$ cat src/rtl/riscv_prefetch_fifo_buffer_pkg.sv
// Shared types for the instruction prefetch buffer.
//   prefetch_entry_t : one buffered fetch result (instruction word,
//                      word address, fetch-error tag).
//   word_addr()      : byte address -> 30-bit word address.
package riscv_prefetch_fifo_buffer_pkg;

  typedef struct packed {
    logic [31:0] rdata;
    logic [29:0] addr;
    logic        err;
  } prefetch_entry_t;

  function automatic logic [29:0] word_addr(input logic [31:0] byte_addr);
    return byte_addr[31:2];
  endfunction

endpackage

$ cat src/rtl/riscv_prefetch_fifo_buffer_mem.sv
// riscv_prefetch_fifo_mem: DEPTH-entry synchronous FIFO of prefetch entries.
//   clk, rst_n : clock, synchronous active-low reset
//   push_i     : write data_i (ignored when full unless popping)
//   data_i     : entry to write
//   pop_i      : drop the head entry (ignored when empty)
//   flush_i    : empty the FIFO; takes priority over push/pop
//   data_o     : head entry (undefined while empty)
//   count_o    : number of stored entries
//   full_o     : count_o == DEPTH
//   empty_o    : count_o == 0
module riscv_prefetch_fifo_mem
  import riscv_prefetch_fifo_buffer_pkg::*;
#(
  parameter int unsigned DEPTH = 4
) (
  input  logic                       clk,
  input  logic                       rst_n,
  input  logic                       push_i,
  input  prefetch_entry_t            data_i,
  input  logic                       pop_i,
  input  logic                       flush_i,
  output prefetch_entry_t            data_o,
  output logic [$clog2(DEPTH+1)-1:0] count_o,
  output logic                       full_o,
  output logic                       empty_o
);

  localparam int unsigned AW = $clog2(DEPTH);
  localparam int unsigned CW = $clog2(DEPTH + 1);

  prefetch_entry_t mem_q [DEPTH];
  logic [AW-1:0]   wr_ptr_q, wr_ptr_d;
  logic [AW-1:0]   rd_ptr_q, rd_ptr_d;
  logic [CW-1:0]   count_q,  count_d;
  logic            do_push, do_pop;

  always_comb begin
    full_o   = (count_q == CW'(DEPTH));
    empty_o  = (count_q == '0);
    do_push  = push_i & (~full_o | pop_i);
    do_pop   = pop_i & ~empty_o;
    wr_ptr_d = wr_ptr_q;
    rd_ptr_d = rd_ptr_q;
    count_d  = count_q;
    if (flush_i) begin
      wr_ptr_d = '0;
      rd_ptr_d = '0;
      count_d  = '0;
    end else begin
      // DEPTH is a power of two, so the pointers wrap naturally
      if (do_push) wr_ptr_d = wr_ptr_q + AW'(1);
      if (do_pop)  rd_ptr_d = rd_ptr_q + AW'(1);
      count_d = count_q + CW'(do_push) - CW'(do_pop);
    end
  end

  always_ff @(posedge clk) begin
    if (!rst_n) begin
      wr_ptr_q <= '0;
      rd_ptr_q <= '0;
      count_q  <= '0;
    end else begin
      wr_ptr_q <= wr_ptr_d;
      rd_ptr_q <= rd_ptr_d;
      count_q  <= count_d;
    end
  end

  // Storage needs no reset: the head is only observed while non-empty
  always_ff @(posedge clk) begin
    if (do_push && !flush_i) mem_q[wr_ptr_q] <= data_i;
  end

  assign data_o  = mem_q[rd_ptr_q];
  assign count_o = count_q;

endmodule

$ cat src/rtl/riscv_prefetch_fifo_buffer.sv
// riscv_prefetch_fifo_buffer: instruction prefetch buffer between IF and
// the instruction memory port. Fetches sequential words with up to
// MAX_OUTSTANDING pipelined requests into a DEPTH-entry FIFO; a branch
// flushes the FIFO and discards responses still in flight.
//   clk, rst_n      : clock, synchronous active-low reset
//   req_i           : fetch enable (pending requests still complete)
//   branch_i        : redirect to branch_addr_i and flush
//   branch_addr_i   : branch target (bits [1:0] ignored)
//   ready_i         : IF consumes the head entry
//   valid_o/rdata_o/addr_o/err_o : head entry
//   instr_req_o/instr_addr_o/instr_gnt_i : request channel
//   instr_rvalid_i/instr_rdata_i/instr_err_i : in-order response channel
//   busy_o          : requests in flight or a request being issued
module riscv_prefetch_fifo_buffer
  import riscv_prefetch_fifo_buffer_pkg::*;
#(
  parameter int unsigned DEPTH           = 4,
  parameter int unsigned MAX_OUTSTANDING = 2
) (
  input  logic        clk,
  input  logic        rst_n,
  input  logic        req_i,
  input  logic        branch_i,
  input  logic [31:0] branch_addr_i,
  input  logic        ready_i,
  output logic        valid_o,
  output logic [31:0] rdata_o,
  output logic [31:0] addr_o,
  output logic        err_o,
  output logic        instr_req_o,
  output logic [31:0] instr_addr_o,
  input  logic        instr_gnt_i,
  input  logic        instr_rvalid_i,
  input  logic [31:0] instr_rdata_i,
  input  logic        instr_err_i,
  output logic        busy_o
);

  localparam int unsigned OW = $clog2(MAX_OUTSTANDING + 1);
  localparam int unsigned CW = $clog2(DEPTH + 1);

  logic [OW-1:0]   outstanding_q, outstanding_d;
  logic [OW-1:0]   discard_q,     discard_d;
  logic [29:0]     fetch_addr_q,  fetch_addr_d;
  logic [29:0]     resp_addr_q,   resp_addr_d;
  logic            err_lock_q,    err_lock_d;
  logic            started_q,     started_d;

  logic [29:0]     target, issue_word;
  logic [CW-1:0]   fifo_count, count_eff;
  logic            fifo_empty, unused_fifo_full;
  logic            credit, grant, drop, push, pop;
  prefetch_entry_t push_entry, head;
  logic            unused_addr_lsb;

  assign unused_addr_lsb = ^branch_addr_i[1:0];

  always_comb begin
    target     = word_addr(branch_addr_i);
    issue_word = branch_i ? target : fetch_addr_q;
    // The FIFO is flushed by a branch, so its contents earn no credit then
    count_eff  = branch_i ? '0 : fifo_count;
    credit     = (32'(outstanding_q) < MAX_OUTSTANDING) &&
                 (32'(count_eff) + 32'(outstanding_q) < DEPTH);
    instr_req_o  = req_i & (started_q | branch_i) & ~(err_lock_q & ~branch_i) & credit;
    instr_addr_o = {issue_word, 2'b00};
    grant = instr_req_o & instr_gnt_i;
    drop  = instr_rvalid_i & (discard_q != '0);
    // A response arriving in the branch cycle is from the old stream
    push  = instr_rvalid_i & ~drop & ~branch_i;
    pop   = valid_o & ready_i & ~branch_i;

    push_entry = '{rdata: instr_rdata_i, addr: resp_addr_q, err: instr_err_i};

    outstanding_d = outstanding_q + OW'(grant) - OW'(instr_rvalid_i);

    // Everything in flight before the branch is stale; a grant in the
    // branch cycle belongs to the new target and is kept.
    if (branch_i)  discard_d = outstanding_q - OW'(instr_rvalid_i);
    else if (drop) discard_d = discard_q - OW'(1);
    else           discard_d = discard_q;

    if (grant)         fetch_addr_d = issue_word + 30'd1;
    else if (branch_i) fetch_addr_d = target;
    else               fetch_addr_d = fetch_addr_q;

    if (branch_i)  resp_addr_d = target;
    else if (push) resp_addr_d = resp_addr_q + 30'd1;
    else           resp_addr_d = resp_addr_q;

    if (branch_i)                 err_lock_d = 1'b0;
    else if (push && instr_err_i) err_lock_d = 1'b1;
    else                          err_lock_d = err_lock_q;

    started_d = started_q | branch_i;
  end

  always_ff @(posedge clk) begin
    if (!rst_n) begin
      outstanding_q <= '0;
      discard_q     <= '0;
      fetch_addr_q  <= '0;
      resp_addr_q   <= '0;
      err_lock_q    <= 1'b0;
      started_q     <= 1'b0;
    end else begin
      outstanding_q <= outstanding_d;
      discard_q     <= discard_d;
      fetch_addr_q  <= fetch_addr_d;
      resp_addr_q   <= resp_addr_d;
      err_lock_q    <= err_lock_d;
      started_q     <= started_d;
    end
  end

  riscv_prefetch_fifo_mem #(
    .DEPTH (DEPTH)
  ) u_fifo (
    .clk     (clk),
    .rst_n   (rst_n),
    .push_i  (push),
    .data_i  (push_entry),
    .pop_i   (pop),
    .flush_i (branch_i),
    .data_o  (head),
    .count_o (fifo_count),
    .full_o  (unused_fifo_full),
    .empty_o (fifo_empty)
  );

  always_comb begin
    valid_o = ~fifo_empty;
    rdata_o = valid_o ? head.rdata : '0;
    addr_o  = valid_o ? {head.addr, 2'b00} : '0;
    err_o   = valid_o & head.err;
    busy_o  = (outstanding_q != '0) | instr_req_o;
  end

  a_rvalid_needs_outstanding: assert property (@(posedge clk) disable iff (!rst_n)
    instr_rvalid_i |-> (outstanding_q != '0));
  a_gnt_needs_req: assert property (@(posedge clk) disable iff (!rst_n)
    instr_gnt_i |-> instr_req_o);

endmodule

$ cat config.mk
export PLATFORM = sky130hd
export DESIGN_NAME = riscv_prefetch_fifo_buffer
export DESIGN_NICKNAME = d
export VERILOG_FILES = /design/src/rtl/riscv_prefetch_fifo_buffer_pkg.sv /design/src/rtl/riscv_prefetch_fifo_buffer_mem.sv /design/src/rtl/riscv_prefetch_fifo_buffer.sv
export SDC_FILE = /design/constraint.sdc
export NUM_CORES = 1
export LEC_CHECK = 0
export CAP_MARGIN = 15
export CORE_ASPECT_RATIO = 1.75
export CORE_UTILIZATION = 26
export DETAILED_ROUTE_END_ITERATION = 10
export GPL_TIMING_DRIVEN = 0
export REMOVE_ABC_BUFFERS = 1
export SYNTH_ARGS = -nofsm -noshare
export SYNTH_HDL_FRONTEND = slang
export SYNTH_HIERARCHICAL = 1
export SYNTH_SLANG_ARGS = --single-unit
$ cat constraint.sdc
create_clock -name clk -period 7.6 [get_ports clk]
set_clock_uncertainty 0.2 [all_clocks]
set_input_delay 1.14 -clock clk [delete_from_list [all_inputs] [get_ports clk]]
set_output_delay 1.14 -clock clk [all_outputs]
set_load 0.02 [all_outputs]
==> impl_metrics.json <==
{
  "outcome": "finished, final reports clean",
  "finalWirelength_mm": 33.2,
  "synth_area_mm2": 0.0139,
  "cp_slowest_cell": "clkdlybuf4s50_1",
  "multi_input_area_mm2": 0.00450,
  "path_cells": "buf_2, nor2b_1, ha_1, a311oi_1, nor2_1, nor2_1, or3_2, clkdlybuf4s50_1",
  "seq_area_mm2": 0.00908,
  "dieArea_mm2": 0.0545,
  "htreeDepth": 2,
  "nets": 1210,
  "clk_pin_slew_ns": 0.06,
  "die_w_um": 177,
  "die_h_um": 308,
  "final_area_mm2": 0.0178,
  "endpoint_kind": "output port",
  "tightest_slew_ns": 1.15,
  "cap_viol_max_count": 0,
  "maxSlewViolCount": 0,
  "p_leak_uw": 0.00571,
  "yosys_warnings": 6,
  "worstPathRequired_ns": 6.26,
  "ctsLongestPathBuffers": 3,
  "core_area_mm2": 0.0526,
  "cellPowerDensity_mw_per_mm2": 225,
  "dp_hpwl_mm": 23.6,
  "rsz0062_at_grt": "no",
  "grt_use_total_pct": 12.4,
  "hold_viol": 0,
  "ctsHoldBuffers": 0,
  "rows": 111,
  "ir_worst_vdd_v": 0.000116,
  "crit_top_cell": "nor2_1",
  "port_buffers": 165,
  "slew_headroom_pct": 23.0,
  "antenna_left": 0,
  "power_uw": 4020,
  "cts.sinks": 327,
  "grt_max_degree": 58,
  "grt_pass1_wl_mm": 51.6,
  "cts_tree": "yes",
  "post_cts_buffers": 0,
  "antenna_found_initial": 1,
  "nFillCells": 5092,
  "cp_max_fo": 25,
  "fmax_mhz": 195,
  "postPlaceCellArea_mm2": 0.0167,
  "critPathMaxStageDelay_ns": 0.55,
  "cts-buffers-inserted": 34,
  "gp_congestion": 0.744,
  "finalSetupViolations": 0,
  "first_iter_violations": 346,
  "placedCellCount": 1766,
  "fin_crit_sh_pct": 67.5,
  "wire_per_inst_um": 18.1,
  "drc": 0,
  "min_path_type": "flip-flop to flip-flop",
  "num_vias": 8364,
  "start_util_pct": 26.4,
  "synth.avg_cell_area_um2": 14.9,
  "area_growth_pct": 28.2,
  "grt_pass1_vias": 9075,
  "post-route-min-period_ns": 5.13,
  "io_pins": 172,
  "final_cells": 1828,
  "clk-insertion-delay-late_ns": 0.52,
  "cts_resized": 0,
  "cp-start-kind": "input pin",
  "vias_per_cell": 4.58,
  "drive_gt1_share_pct": 16.7,
  "netlist_instances": 937,
  "first_pass_iters": 4,
  "root_buffer": "clkbuf_16",
  "cp.arrival_ns": 3.79,
  "timing.hold.ws_ns": 0.276,
  "worstSetupPathType": "input pin to output port",
  "grt_overflow_total": 0
}
==> state kept, by name (all words and copies together) (netlist names), 2 cells and up, named ones only <==
register and flops:
u_fifo/mem_q 252, resp_addr_q 30, u_fifo/wr_ptr_q 2, discard_q 2
outstanding_q 2, u_fifo/rd_ptr_q 2, fetch_addr_q 30, u_fifo/count_o 3
==> metal layers <==
layer | GRT usage (%) | share of wire (%)
met3 | 2.01 | 4.0
met4 | 6.11 | 4.0
met1 | 13.9 | 40
met2 | 22.4 | 52
met5 | 0 | 0
==> power breakdown <==
| part | internal [uW] | leakage (uW) | switching [uW] |
|---|---|---|---|
| clock network | 1020 | 0.000555 | 702 |
| logic | 145 | 0.00224 | 156 |
| registers | 1970 | 0.00291 | 34.0 |
==> through the flow <==
stage                     TNS (ns)  worst slack, ns  utilization (%)
after CTS                        0             2.45             33.9
after global placement    -2078.43            -8.32             30.7
after floorplan             -65.23           -0.263                -
after detailed placement         0             2.25             31.7
final                            0             2.47             33.9
after global routing             0             2.28             33.9
==> path summary, 6_finish.rpt <==
kind              cells after the start  slack, ns                   to         startpoint
hold / removal                        2       0.28            started_q          started_q
setup reg to reg                     11       4.09  u_fifo/mem_q[0][60]  u_fifo/count_o[1]
hold reg to reg                       2       0.28            started_q          started_q
setup / recovery                      8       2.47               busy_o           branch_i
==> final cells by class <==
class                   count  share of cell area, %
multi-input cells         530                   25.2
well taps                 678                   4.75
clock buffers              42                   5.22
flip-flops and latches    327                   50.9
repair buffers            201                   12.0
clock inverters            19                   1.28
diodes                      1                 0.0140
inverters                  30                  0.631
==> placed cells by master, fill, tap and decap left out, types with 28 or more instances in the layout <==
master           instances
o21ai_0                 36
nor2_1                  29
nand2_1                 43
clkdlybuf4s50_1        163
xnor2_1                 28
a21oi_1                 40
dfxtp_1                 73
nor2b_1                 68
inv_1                   29
clkbuf_16               35
mux4_2                  63
edfxtp_1               252
==> critical path: cells and delay by family <==
kind / cells / cell delay (ns)
AOI/OAI and AO/OA: 1 / 0.08
adders and majority gates: 1 / 0.30
buffers and inverters: 2 / 1.00
and+or+nand+nor: 4 / 1.25
Power figures use the tool's default switching activity.
